File: config.mk
export PLATFORM = sky130hd
export DESIGN_NAME = bin2bcd_serial_flat
export DESIGN_NICKNAME = d
export VERILOG_FILES = /design/src/rtl/bin2bcd_serial_if.sv /design/src/rtl/bin2bcd_serial.sv /design/src/flat_wrapper.sv
export SDC_FILE = /design/constraint.sdc
export NUM_CORES = 1
export LEC_CHECK = 0
export BUFFER_PORTS_ARGS = -buffer_cell sky130_fd_sc_hd__clkbuf_2
export CAP_MARGIN = 20
export CORE_UTILIZATION = 45
export DETAILED_ROUTE_END_ITERATION = 12
export PLACE_DENSITY_LB_ADDON = 0.1
export SETUP_SLACK_MARGIN = 0.3
export SYNTH_ARGS = -nofsm -noshare
export SYNTH_HDL_FRONTEND = slang
export SYNTH_SLANG_ARGS = --single-unit
File: constraint.sdc
create_clock -name clk -period 1.65 [get_ports clk]
set_input_delay 0.2475 -clock clk [delete_from_list [all_inputs] [get_ports clk]]
set_output_delay 0.2475 -clock clk [all_outputs]
set_load 0.02 [all_outputs]
File: src/rtl/bin2bcd_serial_if.sv
// Start/busy/done handshake and BCD digit bundle for bin2bcd_serial.
// The master drives the operand; the slave (converter) returns status and digits.
interface bin2bcd_serial_if #(
  parameter int unsigned WIDTH = 7
);
  logic             start;
  logic [WIDTH-1:0] bin;
  logic             busy;
  logic             done;
  logic [3:0]       D2;
  logic [3:0]       D1;
  logic [3:0]       D0;

  modport master (
    output start,
    output bin,
    input  busy,
    input  done,
    input  D2,
    input  D1,
    input  D0
  );

  modport slave (
    input  start,
    input  bin,
    output busy,
    output done,
    output D2,
    output D1,
    output D0
  );
endinterface

File: src/rtl/bin2bcd_serial.sv
// Serial shift-add-3 (double-dabble) binary to three-digit BCD converter.
// One operand bit per clock; digits are registered only when a conversion completes.
module bin2bcd_serial #(
  parameter int unsigned WIDTH = 7
) (
  input logic              clk,
  input logic              rst,
  bin2bcd_serial_if.slave  bus
);

  typedef enum logic [1:0] {
    StIdle,
    StShift,
    StDone
  } state_e;

  state_e           r_state;
  state_e           w_state_next;
  logic [11:0]      r_acc;
  logic [WIDTH-1:0] r_shift;
  logic [3:0]       r_cnt;
  logic [3:0]       r_d2;
  logic [3:0]       r_d1;
  logic [3:0]       r_d0;

  logic [11:0]      w_acc_adj;
  logic [11:0]      w_acc_shift;
  logic             w_last;

  // All three digits are corrected from the same pre-add accumulator value.
  always_comb begin
    w_acc_adj = r_acc;
    for (int i = 0; i < 3; i++) begin
      if (r_acc[4*i +: 4] >= 4'd5) begin
        w_acc_adj[4*i +: 4] = r_acc[4*i +: 4] + 4'd3;
      end
    end
    w_acc_shift = (w_acc_adj << 1) | 12'(r_shift[WIDTH-1]);
    w_last      = (r_cnt == 4'(WIDTH - 1));
  end

  always_comb begin
    w_state_next = r_state;
    unique case (r_state)
      StIdle:  if (bus.start) w_state_next = StShift;
      StShift: if (w_last)    w_state_next = StDone;
      StDone:                 w_state_next = StIdle;
      default:                w_state_next = StIdle;
    endcase
  end

  always_ff @(posedge clk or posedge rst) begin
    if (rst) begin
      r_state <= StIdle;
    end else begin
      r_state <= w_state_next;
    end
  end

  always_ff @(posedge clk or posedge rst) begin
    if (rst) begin
      r_acc   <= '0;
      r_shift <= '0;
      r_cnt   <= '0;
      r_d2    <= '0;
      r_d1    <= '0;
      r_d0    <= '0;
    end else begin
      case (r_state)
        StIdle: begin
          if (bus.start) begin
            r_shift <= bus.bin;
            r_acc   <= '0;
            r_cnt   <= '0;
          end
        end
        StShift: begin
          r_acc   <= w_acc_shift;
          r_shift <= r_shift << 1;
          r_cnt   <= r_cnt + 4'd1;
          if (w_last) begin
            r_d2 <= w_acc_shift[11:8];
            r_d1 <= w_acc_shift[7:4];
            r_d0 <= w_acc_shift[3:0];
          end
        end
        default: ;
      endcase
    end
  end

  assign bus.busy = (r_state != StIdle);
  assign bus.done = (r_state == StDone);
  assign bus.D2   = r_d2;
  assign bus.D1   = r_d1;
  assign bus.D0   = r_d0;

endmodule
File: src/flat_wrapper.sv
// flat-port wrapper written by rule: the top's interface ports become plain ports
module bin2bcd_serial_flat 
#(
  parameter int unsigned WIDTH = 7
)
  (clk, rst, bus_start, bus_bin, bus_busy, bus_done, bus_D2, bus_D1, bus_D0);
  bin2bcd_serial_if #(.WIDTH(WIDTH)) bus_i ();
  input logic clk;
  input logic rst;
  input wire logic [$bits(bus_i.start)-1:0] bus_start;
  input wire logic [$bits(bus_i.bin)-1:0] bus_bin;
  output wire logic [$bits(bus_i.busy)-1:0] bus_busy;
  output wire logic [$bits(bus_i.done)-1:0] bus_done;
  output wire logic [$bits(bus_i.D2)-1:0] bus_D2;
  output wire logic [$bits(bus_i.D1)-1:0] bus_D1;
  output wire logic [$bits(bus_i.D0)-1:0] bus_D0;
  assign bus_i.start = bus_start;
  assign bus_i.bin = bus_bin;
  assign bus_busy = bus_i.busy;
  assign bus_done = bus_i.done;
  assign bus_D2 = bus_i.D2;
  assign bus_D1 = bus_i.D1;
  assign bus_D0 = bus_i.D0;
  bin2bcd_serial #(.WIDTH(WIDTH)) u_core (.clk(clk), .rst(rst), .bus(bus_i));
endmodule
==> summary.txt, run 1 <==
F_max -> 0.6699 GHz
# DRC -> 0
Largest family of logic cells by synthesized area -> compound AO/OA/AOI/OAI gates
Core area -> 0.003744 mm2
Bufs and invs on worst path -> 2
Post-route ant nets -> 0
Final Critical Period -> 1.493 ns
Post-Synth Simple-Gate Area -> 13.07%
Most common cell after layout, fill and taps aside -> dfrtp_1
Die W -> 65.23 um
Slew HR -> 68.44%
Top_reg_cell synth -> dfrtp_1
Drt via density -> 5.398
Max-cap violation count -> 0
Num CTS Buffers -> 5
Die area -> 0.004255 mm2
Post-synthesis mux area share -> 6.676%
GRT overflow -> 0
Met2 wire length -> 2149 um
Largest net degree at the start of global routing -> 38
Hold_buf cts -> 0
Min Hold Slack -> 0.02802 ns
Post-Synth Adder-Cell Area -> 5.563%
Die Ht -> 65.23 um
Slowest CP cell -> dfrtp_1
Yosys reg bits -> 37
Internal power -> 0.003301 W
Clk_lat worst skew -> 0.29 ns
H-tree Lvls -> 2
Rows -> 22
Syn Nets -> 180
Area occupied by registers -> 928.4 um2
CP Data Arrival Time -> 1.68 ns
Netlist cell types -> 32
CP Capture Type -> flop
Sw frac -> 38.90%
P per Cell Area -> 2141 mW/mm2
TritonRoute pass-1 iters -> 4
GRT Util Overall -> 21.21%
First-pass GRT wire length -> 6741 um
FILL cells -> 288
Compound-Gate Fraction of Synth Area -> 17.45%
Clk sinks -> 37
Final cell count without fillers -> 259
Final nets -> 228
Clk_skew -> 0.009324 ns
Max clock buf depth -> 2
Area delta synth->final -> 40.26%
DR top layer -> met4
Crit path max-delay family -> flip-flops
Starting DRT DRC Count -> 45
CTS tree -> yes
R2r setup slk -> 0.16 ns
CP Cell Sequence -> inv_1 -> ha_2 -> nand4b_4 -> nor2_8 -> buf_6 -> mux2_4
Slack of the critical path -> 0.1572 ns
Root Driver -> clkbuf_8
Comb power frac -> 53.4%
Mapped Avg Cell Area -> 11.11 um2
Placed insts -> 234
Seq/Total Area, Yosys -> 51.46%
WL met3 -> 113 um
Initial Utilization -> 48.06%
Xor/xnor share of the synthesized area -> 1.460%
Antenna cells -> 0
CP max FO -> 5
Area of the multi-input gates -> 0.001026 mm2
Outcome -> finished, final reports clean
Post-synth EDFFs -> 0
Period Utilization, post-route -> 90.47%
Wl on met1 -> 1760 um
Slew @ Worst Pin -> 0.4734 ns
Max VDD drop -> 0.0009852 V
Initial antenna violation count -> 0
Placer congestion estimate -> 0.7387
Routed via count -> 1,398
Setup_tns -> 0 ns
Share of cells above drive strength 1 -> 53.08%
IO buf count -> 23
Power Total -> 0.005403 W
Mapped Cells -> 162
Setup Viol. Count Final -> 0
Seq pwr share -> 31.5%
Most frequent cells in the layout -> 35 x dfrtp_1, 21 x clkbuf_2, 14 x buf_4
Yosys Warn Count -> 0
Synthesized area -> 0.001799 mm2
Place WS -> 0.09308 ns
Slew Viols, Final -> 0
P_sw -> 0.002102 W
FFs w/ async S/R, synth -> 100.0%
Final Hold Fails -> 0
IO Pins -> 24
Vias in the first global route -> 1,479
WL final -> 4072 um
Worst min path class -> input pin to asynchronous set/reset pin
CP required -> 1.83 ns
Wire per inst -> 15.72 um
Clock transition at path regs -> 0.07 ns
Slowest stage delay, CP -> 0.39 ns
Final HPWL DP -> 2461 um
Startpoint types -> flop
Clock share of power -> 15.0%
Worst Path Class, Setup -> flop to flop
RSZ-0062 raised after global routing -> yes
Lkg Pwr -> 1.143 nW
## stage by stage
step	instance area, um2	utilization, %
finish	2524	67.41
floorplan	1807	-
CTS	2392	63.90
global route	2524	67.41
detailed placement	2006	53.58
global placement	2006	53.58
## worst paths after layout
| kind | start | end | depth (start not counted) |
|---|---|---|---|
| max in group asynchronous | rst | u_core.r_acc[4] | 3 |
| worst min-delay path | rst | u_core.r_shift[4] | 3 |
| min in group clk | bus_bin[0] | u_core.r_shift[0] | 2 |
| worst min register to register | u_core.r_shift[1] | u_core.r_shift[1] | 2 |
| worst max register to register | u_core.r_cnt[0] | u_core.bus.D2[2] | 6 |
| worst max-delay path | u_core.r_cnt[0] | u_core.bus.D2[2] | 6 |
## per-layer routing
layer	up-vias	GRT usage, %
li1	667	-
met3	5	5.556
met2	18	36.60
met4	0	7.065
met5	-	0
met1	708	25.51
## synth_stat cells, types with 2 or more instances
library cell | count | share of area, %
inv_1 | 9 | 1.9
mux2i_1 | 3 | 1.7
a22o_1 | 9 | 4.4
nor2_1 | 7 | 1.5
clkbuf_1 | 3 | 0.63
nand2b_1 | 4 | 1.4
mux2_2 | 8 | 5.0
or3b_2 | 3 | 1.5
a22oi_1 | 6 | 2.5
a31oi_2 | 2 | 1.4
o21ai_0 | 18 | 5.0
nand2_1 | 13 | 2.7
a21oi_2 | 3 | 1.5
a21oi_1 | 4 | 1.1
xnor2_1 | 3 | 1.5
dfrtp_1 | 37 | 51
ha_1 | 8 | 5.6
nor3_1 | 4 | 1.1
nor2b_1 | 3 | 1.0
nor3b_1 | 2 | 0.83
buf_2 | 2 | 0.56
## cells by family after synthesis
logic type	after synthesis
compound gates	46
xor+xnor	3
fa+ha+maj	8
buf+inv	17
flops	37
mux	11
simple gates	40
## layout make-up
cell class / count / area share [%]
Sequential cell: 37 / 36.79
Tap cell: 48 / 2.380
Multi-Input combinational cell: 108 / 40.65
Clock buffer: 7 / 3.421
Clock inverter: 1 / 1.190
Timing Repair Buffer: 49 / 14.23
Inverter: 9 / 1.339
## worst min-delay path, cell delays in order
cell and delay (ns):
clkbuf_2 0.08, inv_1 0.04, buf_4 0.40
## timing repair
action | 4_1_cts | 5_1_grt
pin swaps | 12 | 6
setup buffers | 14 | 1
endpoints found under the setup margin | 23 | 33
gates cloned | 0 | 2
resized for setup | 43 | 34
## registers in the layout, indices dropped and copies added (netlist names)
name,flops
u_core.r_state,2
u_core.bus.D1,4
u_core.r_cnt,4
u_core.bus.D0,4
u_core.r_shift,7
u_core.bus.D2,4
u_core.r_acc,12
## power groups by stage
stage | combinational, W | sequential (W) | clock [W]
finish | 0.00289 | 0.00170 | 0.000812
global route | 0.00314 | 0.00176 | 0.000861
CTS | 0.00260 | 0.00168 | 0.000833
detailed placement | 0.00201 | 0.00168 | 0
global placement | 0.00193 | 0.00166 | 0
floorplan | 0.00133 | 0.00178 | 0
Note: power is estimated with default switching activity, not from simulation.
==> run 2: changes to the inputs <==
--- a/config.mk
+++ b/config.mk
@@ -10,7 +10,6 @@
 export CORE_UTILIZATION = 45
 export DETAILED_ROUTE_END_ITERATION = 12
 export PLACE_DENSITY_LB_ADDON = 0.1
-export SETUP_SLACK_MARGIN = 0.3
 export SYNTH_ARGS = -nofsm -noshare
 export SYNTH_HDL_FRONTEND = slang
 export SYNTH_SLANG_ARGS = --single-unit
==> summary.txt, run 2 (synthesized netlist as in run 1, its figures left out) <==
Slowest stage delay, CP -> 0.40 ns
# DRC -> 0
IO Pins -> 24
Slowest CP cell -> dfrtp_1
Largest net degree at the start of global routing -> 38
Clk_lat worst skew -> 0.29 ns
Starting DRT DRC Count -> 67
CP max FO -> 5
Placer congestion estimate -> 0.6902
Die Ht -> 65.23 um
Biggest regs -> u_core.r_acc: 12 flops, u_core.r_shift: 7 flops
Max clock buf depth -> 2
Initial Utilization -> 48.06%
H-tree Lvls -> 2
F_max -> 0.6555 GHz
CP Data Arrival Time -> 1.70 ns
Post-route ant nets -> 0
Fin util -> 57.65%
CP Cell Sequence -> inv_1 -> ha_1 -> nand4b_4 -> nor2_4 -> mux2_2
GRT Util Overall -> 18.63%
First-pass GRT wire length -> 5851 um
Clk_skew -> 0.007507 ns
Slew @ Worst Pin -> 0.4626 ns
P per Cell Area -> 2074 mW/mm2
Clk sinks -> 37
Slew Viols, Final -> 0
Max VDD drop -> 0.0008821 V
Most frequent cells in the layout -> 37 x dfrtp_1, 23 x clkbuf_2, 18 x o21ai_0
Clock transition at path regs -> 0.07 ns
Largest register by flop count -> u_core.r_acc
WL final -> 3452 um
Core area -> 0.003744 mm2
Num CTS Buffers -> 5
Placed insts -> 236
TritonRoute pass-1 iters -> 4
IO buf count -> 23
Most common cell after layout, fill and taps aside -> dfrtp_1
Worst min path class -> input pin to asynchronous set/reset pin
Final Critical Period -> 1.526 ns
Outcome -> finished, final reports clean
GRT overflow -> 0
Post-CTS sizing -> 0
Vias in the first global route -> 1,271
R2r worst-path depth -> 5
Worst Path Class, Setup -> flop to flop
Die W -> 65.23 um
Drt via density -> 5.294
Share of cells above drive strength 1 -> 32.00%
Root Driver -> clkbuf_8
Final cell count without fillers -> 248
Antenna cells -> 0
Area delta synth->final -> 19.96%
Largest register FFs -> 12
Setup_tns -> 0 ns
CP Capture Type -> flop
Startpoint types -> flop
Period Utilization, post-route -> 92.46%
Wire per inst -> 13.92 um
CP required -> 1.83 ns
Initial antenna violation count -> 0
Die area -> 0.004255 mm2
Rows -> 22
RSZ-0062 raised after global routing -> no
R2r setup slk -> 0.12 ns
Setup Viol. Count Final -> 0
CTS tree -> yes
Crit Reg-Reg Startpoint -> u_core.r_cnt[0]
Routed via count -> 1,313
Max-cap violation count -> 0
Final nets -> 217
Final Hold Fails -> 0
Slew HR -> 69.16%
Lkg Pwr -> 1.031 nW
Worst r2r dst -> u_core.bus.D1[1]
Final HPWL DP -> 2438 um
Min Hold Slack -> 0.03471 ns
## run 2: worst max-delay path: cells and delay by family (launching register included)
family,cells,cell delay [ns]
DFF,1,0.40
buffers and inverters,1,0.06
adders and majority gates,1,0.18
muxes,1,0.35
and+or+nand+nor,2,0.42
## run 2: through the flow
step	power [W]	cell area (um2)	setup slack, ns
after floorplan	0.003105	1799	0.2513
after global placement	0.003605	2013	0.1459
after detailed placement	0.003692	2013	0.1007
after CTS	0.004492	2125	0.08877
after global routing	0.004877	2158	0.009999
final	0.004476	2158	0.1245
## run 2: worst max-delay path by stage
| stage | depth (start not counted) | startpoint | slack [ns] | endpoint |
|---|---|---|---|---|
| CTS | 5 | u_core.r_cnt[0] | 0.09 | u_core.bus.D0[0] |
| floorplan | 5 | u_core.r_cnt[0] | 0.25 | u_core.bus.D0[0] |
| finish | 5 | u_core.r_cnt[0] | 0.12 | u_core.bus.D1[1] |
| detailed placement | 5 | u_core.r_cnt[0] | 0.10 | u_core.bus.D0[2] |
| global placement | 5 | u_core.r_cnt[0] | 0.15 | u_core.bus.D2[2] |
| global route | 6 | u_core.r_acc[1] | 0.01 | u_core.bus.D0[2] |
## run 2: power breakdown
| part | total, W | switching [W] | internal (W) |
|---|---|---|---|
| logic | 0.00205 | 0.00109 | 0.000965 |
| clock network | 0.000768 | 0.000314 | 0.000453 |
| registers | 0.00165 | 0.000336 | 0.00132 |
| total | 0.00448 | 0.00174 | 0.00274 |
## run 2: per-layer routing
metal	up-vias	routed length (um)	GRT usage, %
li1	641	-	-
met1	645	1651	24.38
met2	22	1636	29.12
met3	5	112	5.382
met4	0	51	7.065
met5	-	0	0
## run 2: layout make-up
type | instances | area (um2)
Fill cell | 341 | 1585
Sequential cell | 37 | 925.9
Multi-Input combinational cell | 109 | 807.0
Timing Repair Buffer | 37 | 220.2
Clock buffer | 6 | 72.57
Tap cell | 48 | 60.06
Clock inverter | 2 | 38.79
Inverter | 9 | 33.78
## run 2: repair_timing
item                       CTS  global route
hold buffers                 0             0
setup endpoints to repair    0             1
setup buffers                0             3
==> run 3: changes to the inputs <==
--- a/config.mk
+++ b/config.mk
@@ -7,9 +7,10 @@
 export LEC_CHECK = 0
 export BUFFER_PORTS_ARGS = -buffer_cell sky130_fd_sc_hd__clkbuf_2
 export CAP_MARGIN = 20
-export CORE_UTILIZATION = 45
+export CORE_UTILIZATION = 40
 export DETAILED_ROUTE_END_ITERATION = 12
 export PLACE_DENSITY_LB_ADDON = 0.1
+export REMOVE_ABC_BUFFERS = 1
 export SYNTH_ARGS = -nofsm -noshare
 export SYNTH_HDL_FRONTEND = slang
 export SYNTH_SLANG_ARGS = --single-unit
==> summary.txt, run 3 (synthesized netlist as in run 1, its figures left out) <==
Final cell count without fillers -> 247
CP required -> 1.40 ns
Num CTS Buffers -> 5
# DRC -> 0
Startpoint types -> flop
GRT overflow -> 0
Final Hold Fails -> 0
Final HPWL DP -> 2318 um
Area of the multi-input gates -> 798.3 um2
Biggest regs -> u_core.r_acc: 12 flops, u_core.r_shift: 7 flops
Met1 GRT Util -> 21.48%
CTS tree -> yes
Largest register by flop count -> u_core.r_acc
Placer congestion estimate -> 0.7592
Placed insts -> 239
Starting DRT DRC Count -> 53
DP Area -> 0.002011 mm2
Final Critical Period -> 1.567 ns
Final nets -> 212
Rows -> 24
Die W -> 69.07 um
CP max FO -> 14
Slew HR -> 69.28%
Place WS -> 0.1144 ns
Fin util -> 48.41%
Clock transition at path regs -> 0.07 ns
Largest net degree at the start of global routing -> 38
Die Ht -> 69.07 um
Largest register FFs -> 12
CP Capture Type -> output port
Routed via count -> 1,267
Global routing's busiest layer -> met2
WL final -> 3295 um
Die area -> 0.004770 mm2
Initial antenna violation count -> 0
Clk_skew -> 0.004661 ns
Lkg Pwr -> 0.9930 nW
Vias in the first global route -> 1,208
Wire per inst -> 13.34 um
Root Driver -> clkbuf_8
R2r worst-path depth -> 6
Share of cells above drive strength 1 -> 29.74%
P per Cell Area -> 2018 mW/mm2
Clk sinks -> 37
Slack of the critical path -> 0.08252 ns
Worst min path class -> input pin to asynchronous set/reset pin
IO Pins -> 24
Outcome -> finished, final reports clean
TritonRoute pass-1 iters -> 4
Slew @ Worst Pin -> 0.4608 ns
F_max -> 0.6380 GHz
CP Data Arrival Time -> 1.32 ns
Slew Viols, Final -> 0
Antenna cells -> 0
Drt via density -> 5.130
Worst Path Class, Setup -> flop to output port
Max clock buf depth -> 2
IO buf count -> 23
# Post-CTS Setup Buffers -> 0
FILL cells -> 400
RSZ-0062 raised after global routing -> no
H-tree Lvls -> 2
Worst r2r dst -> u_core.bus.D1[1]
Area delta synth->final -> 16.34%
Period Utilization, post-route -> 95.00%
Initial Utilization -> 41.61%
Most frequent cells in the layout -> 37 x dfrtp_1, 23 x clkbuf_2, 18 x o21ai_0
Setup Viol. Count Final -> 0
Finished Cell Area -> 0.002093 mm2
Crit Reg-Reg Startpoint -> u_core.r_acc[4]
Grt met3 use -> 4.240%
Clk_lat worst skew -> 0.28 ns
Core area -> 0.004324 mm2
Post-route ant nets -> 0
Max-cap violation count -> 0
Max VDD drop -> 0.0007739 V
GRT Util Overall -> 15.79%
R2r setup slk -> 0.12 ns
GR Util met2 -> 23.41%
Area occupied by registers -> 925.9 um2
First-pass GRT wire length -> 5858 um
Min Hold Slack -> 0.04376 ns
Most common cell after layout, fill and taps aside -> dfrtp_1
==> run 3: final cells by class <==
type	instances	share of cell area, %
well taps	52	3.108
multi-input cells	108	38.14
repair buffers	33	9.085
clock buffers	8	3.825
flip-flops and latches	37	44.23
inverters	9	1.614
==> run 3: layer usage <==
layer | part of all wire (%) | vias to the layer above | wire length (um)
met4 | 1.1 | 0 | 35
met3 | 4.0 | 4 | 131
met1 | 48 | 610 | 1598
met5 | 0 | - | 0
li1 | - | 632 | -
met2 | 46 | 21 | 1529
==> run 3: power breakdown <==
part           internal [W]  switching (W)
sequential          0.00132       0.000341
clock              0.000300       0.000294
combinational      0.000916        0.00105
==> run 3: worst max-delay path by stage <==
stage                      start  slack (ns)  cells after the start               end
2_1_floorplan  u_core.r_state[0]       -0.08                      3  u_core.r_acc[11]
3_3_place_gp     u_core.r_cnt[0]        0.16                      5  u_core.bus.D0[2]
3_5_place_dp     u_core.r_cnt[0]        0.11                      5  u_core.bus.D1[1]
4_1_cts        u_core.r_state[0]        0.07                      3          bus_busy
5_1_grt        u_core.r_state[0]       0.001                      3          bus_busy
6_report       u_core.r_state[0]        0.08                      3          bus_busy
==> run 3: through the flow <==
| step | total power, W | setup TNS, ns |
|---|---|---|
| after floorplan | 0.003048 | -0.5436 |
| after global placement | 0.003600 | 0 |
| after detailed placement | 0.003657 | 0 |
| after CTS | 0.004280 | 0 |
| after global routing | 0.004606 | 0 |
| final | 0.004223 | 0 |
==> run 3: critical path, cell delays in order, from the launching register on <==
cell      delay [ns]
dfrtp_1         0.41
buf_4           0.20
or2_2           0.27
clkbuf_2        0.15
==> run 3: timing repair <==
item / 4_1_cts / 5_1_grt
hold buffers: 0 / 0
resized for setup: 0 / 1
endpoints found under the setup margin: 0 / 2
